--- config.mk ---
export PLATFORM = sky130hd
export DESIGN_NAME = dff_reg_arbiter
export DESIGN_NICKNAME = d
export VERILOG_FILES = /design/src/rtl/dff_reg_arbiter.sv
export SDC_FILE = /design/constraint.sdc
export NUM_CORES = 1
export LEC_CHECK = 0
export ABC_AREA = 0
export CAP_MARGIN = 30
export CORE_AREA = 10 10 72 59
export CTS_CLUSTER_DIAMETER = 200
export DETAILED_ROUTE_END_ITERATION = 6
export DIE_AREA = 0 0 82 69
export PLACE_DENSITY = 0.81
export SKIP_LAST_GASP = 1
export SLEW_MARGIN = 20
export SYNTH_ARGS = -nofsm -noshare
export SYNTH_HDL_FRONTEND = slang
export SYNTH_SLANG_ARGS = --single-unit
--- constraint.sdc ---
create_clock -name clk -period 3.2 [get_ports clk]
set_input_delay 0.8 -clock clk [delete_from_list [all_inputs] [get_ports clk]]
set_output_delay 0.8 -clock clk [all_outputs]
set_load 0.01 [all_outputs]
--- src/rtl/dff_reg_arbiter.sv ---
// dff_reg_arbiter
// Round-robin arbiter that shares one W-bit flip-flop register among N
// requesters. A requester holds its grant until it drops req; while it owns
// the register, its write-enabled data is clocked in. One idle GAP cycle
// separates consecutive owners.
//
// Optional feature: define ARB_TIMEOUT_EN to cap each grant at MAX_HOLD
// cycles and pulse err_timeout on a forced release. Without it, no hold
// counter is built and err_timeout is tied low.
module dff_reg_arbiter #(
    parameter int N        = 4,
    parameter int W        = 8,
    parameter int MAX_HOLD = 16
) (
    input  logic                 clk,
    input  logic                 rst,
    input  logic [N-1:0]         req,
    input  logic [N-1:0]         we,
    input  logic [N*W-1:0]       d,
    output logic [N-1:0]         gnt,
    output logic [$clog2(N)-1:0] owner,
    output logic                 busy,
    output logic [W-1:0]         q,
    output logic                 err_timeout
);

    localparam int PW = $clog2(N);

    localparam logic [1:0] S_IDLE = 2'd0;
    localparam logic [1:0] S_BUSY = 2'd1;
    localparam logic [1:0] S_GAP  = 2'd2;

    logic [1:0]    state;
    logic [PW-1:0] ptr;
    logic [PW-1:0] win;
    logic [PW-1:0] win_next_ptr;
    logic [N-1:0]  win_onehot;
    logic          found;
    logic          force_rel;

    // Round-robin search: first set req bit starting at ptr, wrapping modulo N.
    always_comb begin
        // NOTE: every variable written here gets a default first so no latch is inferred.
        win   = '0;
        found = 1'b0;
        for (int i = 0; i < N; i++) begin
            int idx;
            idx = (int'(ptr) + i) % N;
            if (!found && req[PW'(idx)]) begin
                found = 1'b1;
                win   = PW'(idx);
            end
        end
        win_onehot   = N'(1) << win;
        win_next_ptr = (win == PW'(N - 1)) ? '0 : win + PW'(1);
    end

`ifdef ARB_TIMEOUT_EN
    localparam int CW = $clog2(MAX_HOLD);

    logic [CW-1:0] hold_cnt;

    // Hold counter: zero outside BUSY, so each grant starts counting from 0.
    always_ff @(posedge clk or negedge rst) begin
        if (!rst) begin
            hold_cnt <= '0;
        end else if (state != S_BUSY) begin
            hold_cnt <= '0;
        end else begin
            hold_cnt <= hold_cnt + CW'(1);
        end
    end

    assign force_rel = (state == S_BUSY) && (hold_cnt == CW'(MAX_HOLD - 1)) && req[owner];

    // err_timeout marks the GAP cycle that follows a forced release.
    always_ff @(posedge clk or negedge rst) begin
        if (!rst) begin
            err_timeout <= 1'b0;
        end else begin
            err_timeout <= force_rel;
        end
    end
`else
    assign force_rel   = 1'b0;
    assign err_timeout = 1'b0;
`endif

    // Arbitration FSM, grant/owner/pointer registers and the shared register.
    always_ff @(posedge clk or negedge rst) begin
        // NOTE: sequential state uses non-blocking assignments so all registers update together at the edge.
        if (!rst) begin
            state <= S_IDLE;
            gnt   <= '0;
            owner <= '0;
            ptr   <= '0;
            q     <= '0;
        end else begin
            case (state)
                S_IDLE, S_GAP: begin
                    if (found) begin
                        state <= S_BUSY;
                        gnt   <= win_onehot;
                        owner <= win;
                        ptr   <= win_next_ptr;
                    end else begin
                        state <= S_IDLE;
                        gnt   <= '0;
                    end
                end
                S_BUSY: begin
                    // Owner's write lands even on the release edge.
                    if (we[owner]) begin
                        q <= d[owner*W +: W];
                    end
                    if (!req[owner] || force_rel) begin
                        state <= S_GAP;
                        gnt   <= '0;
                    end
                end
                default: begin
                    state <= S_IDLE;
                    gnt   <= '0;
                end
            endcase
        end
    end

    assign busy = |gnt;

endmodule

Word level (Yosys, flattened, before mapping)
Cells that the tools add are included.
- word-level logic and storage cells: 62
- register bits after elaboration: 18
- output and inout bits: 16
- input bits: 42
- eq/ne operators: 4
- add/subtract/negate cells: 4
- reductions and logical operators: 11
- shift-type cells: 2
- order comparisons: 5
- multiplexer cells: 31
- operator list (cell ; count):
    32-bit by 6-bit variable part select with 8-bit output ; 1
    2-bit by 4-bit < comparator with 1-bit output (second input constant) ; 4
    1-bit 2-to-1 mux ; 15
    1-bit binary-select mux with 2-bit select ; 6
    2-bit 2-to-1 mux ; 6
    4-bit 2-to-1 mux ; 2
    4-bit case mux with 2 select lines ; 1
    2-bit by 1-bit adder with 2-bit output (second input constant) ; 2
    2-bit adder (second input constant) ; 2
    2-bit equality test (second input constant) ; 2
    2-bit case mux with 2 select lines ; 1
    2-bit AND reduction ; 2
    4-bit OR reduction ; 1
    1-bit by 2-bit left shift with 4-bit output (first input constant) ; 1
    1-bit logical AND ; 3
    1-bit logical NOT ; 3
    2-bit by 3-bit < comparator with 1-bit output (second input constant) ; 1
    2-bit by 1-bit equality test with 1-bit output (second input constant) ; 1
    2-bit logical NOT ; 1
    2-bit != test (second input constant) ; 1
    2-bit OR reduction ; 1

Depth between registers and ports, before layout
Gate-level depths: netlist (run 1).
- word-level depth: 16
- gate-level depth with buffers: 5
- gate-level depth less buffers: 5

Worst setup path before layout (run 1)
No wires, ideal clock.
- path type: input -> register
- start: in req[1]
- end: reg gnt[0]
- cell stages on the path: 5
- required time: 3079 ps
- setup slack: 1168 ps
- buffers on the path: 0
- setup time: 121 ps
- arrival: 1911 ps
- path through: nand2b_1 > a21oi_1 > or4_1 > ha_1 > a22o_1
- word-level cells in the longest chain between the ends: 16
- elaborated cells on any way between the ends: 32
- classes of those cells: eq/ne (1); shift (1); mux (24); reduce/logical (6)
- ends and longest elaborated chain (item ; line ; RTL):
    start: declaration ; 17 ; input logic [N-1:0] req,
    1-bit binary-select mux with 2-bit select ; 49 ; if (!found && req[PW'(idx)]) begin
    1-bit 2-to-1 mux (implied by the code) (2 in a row) ; 49 ;
    1-bit 2-to-1 mux ; 49 ;
    1-bit logical NOT ; 49 ;
    1-bit logical AND ; 49 ;
    1-bit 2-to-1 mux ; 49 ;
    1-bit logical NOT ; 49 ;
    1-bit logical AND ; 49 ;
    1-bit 2-to-1 mux ; 49 ;
    1-bit logical NOT ; 49 ;
    1-bit logical AND ; 49 ;
    2-bit 2-to-1 mux ; 49 ;
    1-bit by 2-bit left shift with 4-bit output ; 54 ; win_onehot = N'(1) << win;
    4-bit 2-to-1 mux ; 101 ; if (found) begin
    4-bit case mux with 2 select lines ; 99 ; case (state)
    end signal: assignment ; 103 ; gnt <= win_onehot;
    end: declaration ; 20 ; output logic [N-1:0] gnt,
Parallel ways exist; a longest one is shown, timed or not. The select of a mux whose other input is x is not followed.
A chain may end at the register's enable or synchronous reset.

Worst setup path in the final report (run 1)
- start: in req[2]
- end: reg ptr[1]
- word-level cells in the longest chain between the ends: 15
- elaborated cells on any way between the ends: 30
- classes of those cells: add/sub (1); eq/ne (1); mux (21); reduce/logical (7)
- ends and longest elaborated chain (item ; line ; RTL):
    1-bit binary-select mux with 2-bit select ; 49 ;
    1-bit 2-to-1 mux (implied by the code) (2 in a row) ; 49 ;
    1-bit 2-to-1 mux ; 49 ;
    1-bit logical NOT ; 49 ;
    1-bit logical AND ; 49 ;
    1-bit 2-to-1 mux ; 49 ;
    1-bit logical NOT ; 49 ;
    1-bit logical AND ; 49 ;
    1-bit 2-to-1 mux ; 49 ;
    1-bit logical NOT ; 49 ;
    1-bit logical AND ; 49 ;
    2-bit 2-to-1 mux * ; 49 ;
    via win[1] ; 35 ; logic [PW-1:0] win;
    2-bit by 1-bit adder with 2-bit output or 2-bit equality test (tied branches) ; 55 ; win_next_ptr = (win == PW'(N - 1)) ? '0 : win + PW'(1);
    2-bit 2-to-1 mux * ; 55 ;
    via win_next_ptr[1] ; 36 ; logic [PW-1:0] win_next_ptr;
    end signal: assignment ; 105 ; ptr <= win_next_ptr;
    end: declaration ; 34 ; logic [PW-1:0] ptr;
Mark *: on every way through the listed nets, which the timed path passes. The rest lies on a longest branch. The select of a mux whose other input is x is not followed.

==> results of run 1 <==
## stage by stage
step | util | worst slack (ns) | instances | hold slack (ns) | instance area [sq um]
floorplan | - | 1.17 | 83 | 0.427 | 1160
CTS | 0.631 | 0.696 | 179 | 0.466 | 1800
global placement | 0.612 | 0.483 | 175 | 0.446 | 1740
detailed placement | 0.612 | 0.430 | 175 | 0.455 | 1740
global route | 0.631 | 0.545 | 179 | 0.501 | 1800
finish | 0.631 | 0.688 | 179 | 0.462 | 1800
## layout make-up
cell class | instances | area (sq um)
inverters | 2 | 7.51
well taps | 38 | 47.5
clock buffers | 4 | 55.1
fillers | 226 | 1050
multi-input cells | 60 | 671
repair buffers | 57 | 568
flip-flops and latches | 18 | 450
## power groups by stage
stage / Combinational (W) / Clock (W) / Sequential (W)
2_1_floorplan: 0.000478 / 0 / 0.000466
3_3_place_gp: 0.000818 / 0 / 0.000456
3_5_place_dp: 0.000840 / 0 / 0.000463
4_1_cts: 0.000841 / 0.000194 / 0.000462
5_1_grt: 0.000904 / 0.000204 / 0.000480
6_report: 0.000828 / 0.000188 / 0.000461
## registers in the layout, summed over array words and instances (netlist names)
name,cells
owner,2
gnt,4
q,8
ptr,2
state,2
## layer usage
metal	track usage	wire length, microns	up-vias
li1	-	-	448
met1	0.142	1360	485
met2	0.225	1870	35
met3	0.0439	180	9
met4	0.0356	63	0
met5	0	0	-
## critical path, stage by stage
cell and delay, ns:
clkdlybuf4s50_1 0.52, nor2b_1 0.19, a221oi_1 0.45, nor2_1 0.15
ha_1 0.29, mux2_2 0.26
## placed cells by master (no fill, tap or decap), drive strengths merged, types with 3 or more instances in the layout
cell type | netlist | final
or2 | 3 | 3
clkbuf | 1 | 4
o21ai | 3 | 3
mux4 | 9 | 9
mux2i | 3 | 3
nor2 | 3 | 3
a22o | 4 | 4
ha | 4 | 4
clkdlybuf4s50 | 0 | 56
mux2 | 9 | 9
dfrtp | 18 | 18
## cells by family (layout without fill, tap and decap cells)
group           Yosys count  after routing  synth area share
simple gates             19             19             0.117
buf+inv                   5             63            0.0345
other cells               1              1           0.00323
mux                      21             21             0.310
compound gates           15             15             0.103
flops                    18             18             0.388
fa+ha+maj                 4              4            0.0431
## how the worst max path moves through the flow
stage,slack (ns),to
CTS,0.70,owner[0]
global placement,0.48,gnt[2]
detailed placement,0.43,gnt[2]
floorplan,1.17,gnt[0]
finish,0.69,ptr[1]
global route,0.54,ptr[1]
==> results.txt, run 1 <==
Worst Hold Depth: 1
cts hold-fix bufs: 0
die area: 0.00566 sq mm
Synth async-reset ratio: 1.00
Hold Startpoint: state[1]
sequential power share: 0.312
worst r2r src: owner[0]
Avg Inst Size Synth: 14.0 sq um
Final #Nets: 188
Pwr Total: 0.00148 W
pins over their slew limit: 0
initial antenna violation count: 0
Hold EP: state[1]
P_sw: 0.000514 W
dominant cell type by area after synthesis: dfrtp_1
largest net degree at the start of global routing: 19
ys flop type: dfrtp_1
Routed WL: 3480 microns
Reg-to-Reg End: state[0]
status: complete, no violations
detailed router's first-iteration violation count: 42
share of the synthesized area in the top cell type: 0.388
clock latency on the worst-skew pair: 0.26 ns
clk_skew: 0.00435 ns
routed vias/inst: 5.46
CP Data Required Time: 3.34 ns
DP HPWL: 2860 microns
Avg WL per Cell: 19.4 microns
Critical Path Start: req[2]
Post-Syn Nets: 129
combinational power share: 0.561
Peak VDD IR: 0.521 mV
Overflow after GRT: 0
Maximum Capacitance Violations: 0
most frequent cell after synthesis: dfrtp_1
kind of critical path: input port to register
crit path launch type: input port
Final Hold Vio Count: 0
drt first pass iters: 6
ant diodes: 0
Setup violations, final: 0
number of clock sinks: 18
TritonCTS clock tree: yes
share of layout cells above drive strength 1: 0.149
Post-DRT Antenna Nets: 0
setup TNS: 0 ns
minimum clock period: 2.51 ns
synth top area cells: dfrtp_1 (39%), mux4_1 (16%), mux2_2 (8.7%), ha_1 (4.3%), mux4_2 (3.9%)
I/O Buffers: 56
r2r worst-path depth: 3
clock share of power: 0.127
warnings from Yosys: 0
Residual DRC: 0
fmax: 0.398 GHz
routability cong.: 0.815
Hold Crit Class: register to register
GRT Resource Usage Total: 0.129
WP data arrival: 2.65 ns
first-pass GRT wire length: 5660 microns
switching share of power: 0.348
EDFF count, synth: 0
Die W: 82 microns
Cells after Synth: 83
Worst Tran Pin Value: 0.820 ns
post-synthesis register bit count: 18
P per Cell Area: 820 mW/mm^2
# Post-CTS Setup Buffers: 0
Internal: 0.000963 W
vias in the first global route: 1,063
post-synthesis sequential area ratio: 0.388
library cells used by synthesis: 32
Rows: 17
CTS max path bufs: 2
Die H: 69 microns
CTS H-tree lvls: 1
Slew headroom: 0.452
RSZ-0062 raised after global routing: false
Clock Pin Slew Worst Setup and Hold Paths: 0.07 ns
area delta synth->final: 55.0%
Leak: 0.730 nW
IO Pins: 58
crit path max fanout: 6
mapped cell area: 0.00116 sq mm
Clock Tree Root: clkbuf_8
cts repair resizes: 0
most instantiated cells after synthesis: dfrtp_1 (18), mux2_2 (9), mux4_1 (7)
CTS Buf Count: 3
core area: 0.00285 sq mm
Final Cycle Share: 0.785
CP Capture Type: register
via count: 977
reg2reg setup slack: 1.29 ns
Initial Util: 0.407
(Power assumes the default switching activity.)
==> run 2, diff against run 1 <==
Settings changed: CORE_AREA 10 10 72 59 to 10 10 74 60, DIE_AREA 0 0 82 69 to 0 0 84 70, PLACE_DENSITY 0.81 to 0.78.
Clock period 3.2 ns to 2.4 ns, I/O delays scaled along.
==> run 2 against run 1 <==
Count of clock-buffer cells in the layout unchanged. Via count increased by 2.0%. Total power rose by 38%. Final cell count up 7.3%. Sequential power rose by 34%. Die area increased by 3.9%. Sequential share of layout area is 1.1 points lower. Largest power group unchanged. Highest routed layer unchanged.
==> results.txt, run 2 (same netlist as run 1, synthesis figures left out) <==
status: complete, no violations
crit-path max cell delay: 0.52 ns (about the same)
Layout Cells excl Fill: 192 (+7.3%)
largest net degree at the start of global routing: 19 (unchanged)
area delta synth->final: 62.3%
cts repair resizes: 0 (unchanged)
Leak: 0.784 nW (+7.4%)
sequential power share: 0.304 (-0.008)
Final Cycle Share: 0.944
drt first pass iters: 4 (-2)
CP Data Required Time: 1.80 ns (-1.54 ns)
Die W: 84 microns (+2.4%)
delay-heaviest family, CP: simple AND/OR/NAND/NOR gates
IO Pins: 58 (unchanged)
CTS max path bufs: 2 (unchanged)
CTS H-tree lvls: 1 (unchanged)
core area: 0.00311 sq mm (+9.0%)
Clock Tree Root: clkbuf_8
cts hold-fix bufs: 0 (unchanged)
Peak VDD IR: 0.766 mV (+47%)
Routed WL: 3540 microns (+1.7%)
TritonCTS clock tree: yes
ant diodes: 0 (unchanged)
kind of critical path: register to primary output
most frequent cells in the layout: clkdlybuf4s50_1 (56), dfrtp_1 (18), buf_4 (12)
share of layout cells above drive strength 1: 0.211 (+0.0616)
Post-DRT Antenna Nets: 0 (unchanged)
I/O Buffers: 56 (unchanged)
crit path launch type: register
number of clock sinks: 18 (unchanged)
Clock Pin Slew Worst Setup and Hold Paths: 0.07 ns (about the same)
minimum clock period: 2.27 ns
via count: 997 (+2.0%)
fillcell total: 243 (+7.5%)
Final #Nets: 199 (+5.9%)
switching share of power: 0.349 (+0.00125)
P per Cell Area: 1080 mW/mm^2 (+32%)
RSZ-0062 raised after global routing: false
detailed router's first-iteration violation count: 28 (-33%)
Die H: 70 microns (+1.4%)
die area: 0.00588 sq mm (+3.9%)
routed vias/inst: 5.19 (-4.9%)
fmax: 0.441 GHz
Initial Util: 0.374 (-0.0338)
pins over their slew limit: 0 (unchanged)
WP data arrival: 1.67 ns (-0.98 ns)
Biggest register: q
vias in the first global route: 1,091 (+2.6%)
Avg WL per Cell: 18.4 microns (-5.2%)
CP Cell Sequence: or4_1 -> clkdlybuf4s50_1
CP Capture Type: primary output
clock share of power: 0.121 (-0.006)
CTS Buf Count: 3 (unchanged)
slowest CP cell: or4_1
Final Hold Vio Count: 0 (unchanged)
clock latency on the worst-skew pair: 0.25 ns (about the same)
pre-CTS setup slack: -0.0485 ns (-0.478 ns)
Final WS setup: 0.134 ns (-0.553 ns)
Setup violations, final: 0 (unchanged)
Overflow after GRT: 0 (unchanged)
P_sw: 0.000711 W (+38%)
Residual DRC: 0 (unchanged)
Internal: 0.00132 W (+38%)
GRT Resource Usage Total: 0.118 (-0.0108)
initial antenna violation count: 0 (unchanged)
Hold Crit Class: register to register
# Post-CTS Setup Buffers: 0 (unchanged)
Buf/Inv on CP: 1 (unchanged)
crit path max fanout: 3 (-3)
Maximum Capacitance Violations: 0 (unchanged)
combinational power share: 0.575 (+0.014)
clk_skew: 0.00189 ns (-0.00246 ns)
Rows: 18 (+1)
leading cell type in the layout, fill and taps excluded: clkdlybuf4s50_1
dpl cells: 188 (+7.4%)
top flop regs: q (8), gnt (4)
Largest register FFs: 8 (unchanged)
routability cong.: 0.808 (-0.86%)
first-pass GRT wire length: 5660 microns (-0.11%)
run 2: cell count changes in the layout (fill, tap and decap cells not counted), sizes merged:
cell | previous run | this run
buf | 1 | 12
run 2: layer usage:
layer  part of all wire  GRT usage
met4             0.0082     0.0371
met1               0.38      0.125
met5                  0          0
met3              0.052     0.0359
met2               0.56      0.218
run 2: per-stage QoR:
stage                     hold slack (ns)  area (sq um)   util  power, W  setup TNS [ns]
after global placement              0.455          1830  0.589   0.00175               0
after CTS                           0.499          1880  0.606   0.00205               0
final                               0.495          1880  0.606   0.00204               0
after floorplan                     0.304          1160      -   0.00126               0
after detailed placement            0.472          1830  0.589   0.00179          -0.124
after global routing                0.508          1880  0.606   0.00218               0
run 2: power by group through the flow:
stage / registers (W) / logic [W] / clock network (W)
after floorplan: 0.000622 / 0.000637 / 0
after global placement: 0.000608 / 0.00114 / 0
after detailed placement: 0.000619 / 0.00117 / 0
after CTS: 0.000618 / 0.00119 / 0.000251
after global routing: 0.000644 / 0.00126 / 0.000273
final: 0.000619 / 0.00117 / 0.000247
run 2: layout make-up:
type | count | area, sq um | share of cell area
multi-input combinational | 60 | 671 | 0.356
timing repair buffer | 68 | 651 | 0.345
sequential | 18 | 450 | 0.239
clock buffer | 4 | 55.1 | 0.0292
tap | 40 | 50.0 | 0.0266
inverter | 2 | 7.51 | 0.00398
run 2: path summary, 6_finish.rpt:
| check | slack (ns) | cells past startpoint | end | from |
|---|---|---|---|---|
| worst max-delay path | 0.13 | 2 | busy | gnt[1] |
| worst min-delay path | 0.49 | 1 | state[1] | state[1] |
| worst max register to register | 0.59 | 5 | gnt[2] | ptr[1] |
| worst min register to register | 0.49 | 1 | state[1] | state[1] |
| max in group asynchronous | 1.53 | 2 | q[3] | rst |
| min in group asynchronous | 0.67 | 2 | q[0] | rst |
==> edit (flow settings as in run 2) <==
The parameter `W` goes from 8 to 12.
--- a/src/rtl/dff_reg_arbiter.sv
+++ b/src/rtl/dff_reg_arbiter.sv
@@ -9,7 +9,7 @@
 // counter is built and err_timeout is tied low.
 module dff_reg_arbiter #(
     parameter int N        = 4,
-    parameter int W        = 8,
+    parameter int W        = 12,
     parameter int MAX_HOLD = 16
 ) (
     input  logic                 clk,
Interface: changed (resized d and q); port bits go from 58 to 78. The function was not compared with the original's and may differ.
==> edit against run 2 <==
Critical path depth unchanged. Area after synthesis increased by 20%. Power increased by 22%. Die area unchanged. Setup slack got worse by 0.038 ns. Non-clock buffer count increased by 14. Sequential cell count increased by 4. Design area increased by 18%. Worst hold slack improved by 0.017 ns. Routed wire length increased by 19%. Sequential power increased by 12%. Largest cell class is now buffers.
==> edit: results <==
[cells_and_area]
layout-drive-gt1-share_pct = 20.35
fill_cells = 218
antennaDiodeCount = 0
final_nets = 236
top_regs = q x12, gnt x4

[global_route]
met3_usage_pct = 5.214
grt_pass1_vias = 1344
grt_max_degree = 23
grt_use_met1_pct = 17.22
grt_usage_pct = 14.59
use_met2_pct = 23.19
grt_pass1_wl_um = 6920

[setup_path]
r2r_start = ptr[0]$_DFFE_PN0P_
r2r_end = ptr[1]$_DFFE_PN0P_
crit_arrival_ns = 1.70
r2r_setup_slack_ns = 0.63
worstRegToRegCells = 7

[logic_synthesis]
syn-num-nets = 155
synth_compound_area_share_pct = 6.385
synth_fa_ha_area_share_pct = 3.597
syn_avg_cell_area_um2 = 14.96
synthTopCellsByCount = dfrtp_1, mux2_4, mux4_2
seq_area_frac_synth_pct = 39.57
async_flop_share_pct = 100.0
yosys-top-cells-area = dfrtp_1, mux4_2, mux2_4, mux4_1, ha_1
ys_types = 31
synth_mux_area_share_pct = 37.77

[placed_design]
placed_area_mm2 = 0.002188
gp_congestion = 0.7513
io_buffers = 76
placed_cells_incl_taps = 209
post-place-ws_ns = -0.08973

[routing]
met2_length_um = 1959
wire_per_inst_um = 19.91
m1WireLength_um = 1778
via_per_inst = 5.406
drt_wl_total_um = 4221
dr.first_iter.drc_count = 52
wl_met3_um = 418

[pwr]
ir_drop_mv = 0.6491
pwr_density_cell_mw_per_mm2 = 1110
p_leak_nw = 0.9533
p_clk_share_pct = 9.5
p_sw_uw = 841.6
p_comb_share_pct = 62.5

[timing]
hold_slack_ns = 0.5121
worst_clock_skew_ns = 0.004762

[cts]
clkLatencyLatePin_ns = 0.27

[status]
outcome = finished, final reports clean

[hold_path]
min_from = q[1]$_DFFE_PN0P_
whs_endpoint = q[1]$_DFFE_PN0P_
## edit: worst max-delay path by stage
stage / start / end / slack [ns] / depth (start not counted)
global placement: req[0] / ptr[0]$_DFFE_PN0P_ / 0.08 / 8
CTS: gnt[1]$_DFFE_PN0P_ / busy / 0.08 / 2
global route: req[1] / ptr[1]$_DFFE_PN0P_ / 0.04 / 8
floorplan: req[2] / ptr[1]$_DFFE_PN0P_ / 0.65 / 6
finish: gnt[1]$_DFFE_PN0P_ / busy / 0.1 / 2
detailed placement: req[1] / ptr[1]$_DFFE_PN0P_ / -0.09 / 8
## edit: critical path, cell delays in order (launching register included)
cell	delay, ns
dfrtp_1	0.41
or4_1	0.53
clkdlybuf4s50_1	0.50
## edit: cell type report
type	count	area [µm²]	share of cell area, %
Multi-Input combinational cell	62	770.7	34.57
Inverter	3	11.26	0.5051
Sequential cell	22	550.5	24.69
Timing Repair Buffer	82	805.8	36.14
Tap cell	40	50.05	2.245
Clock buffer	3	41.29	1.852
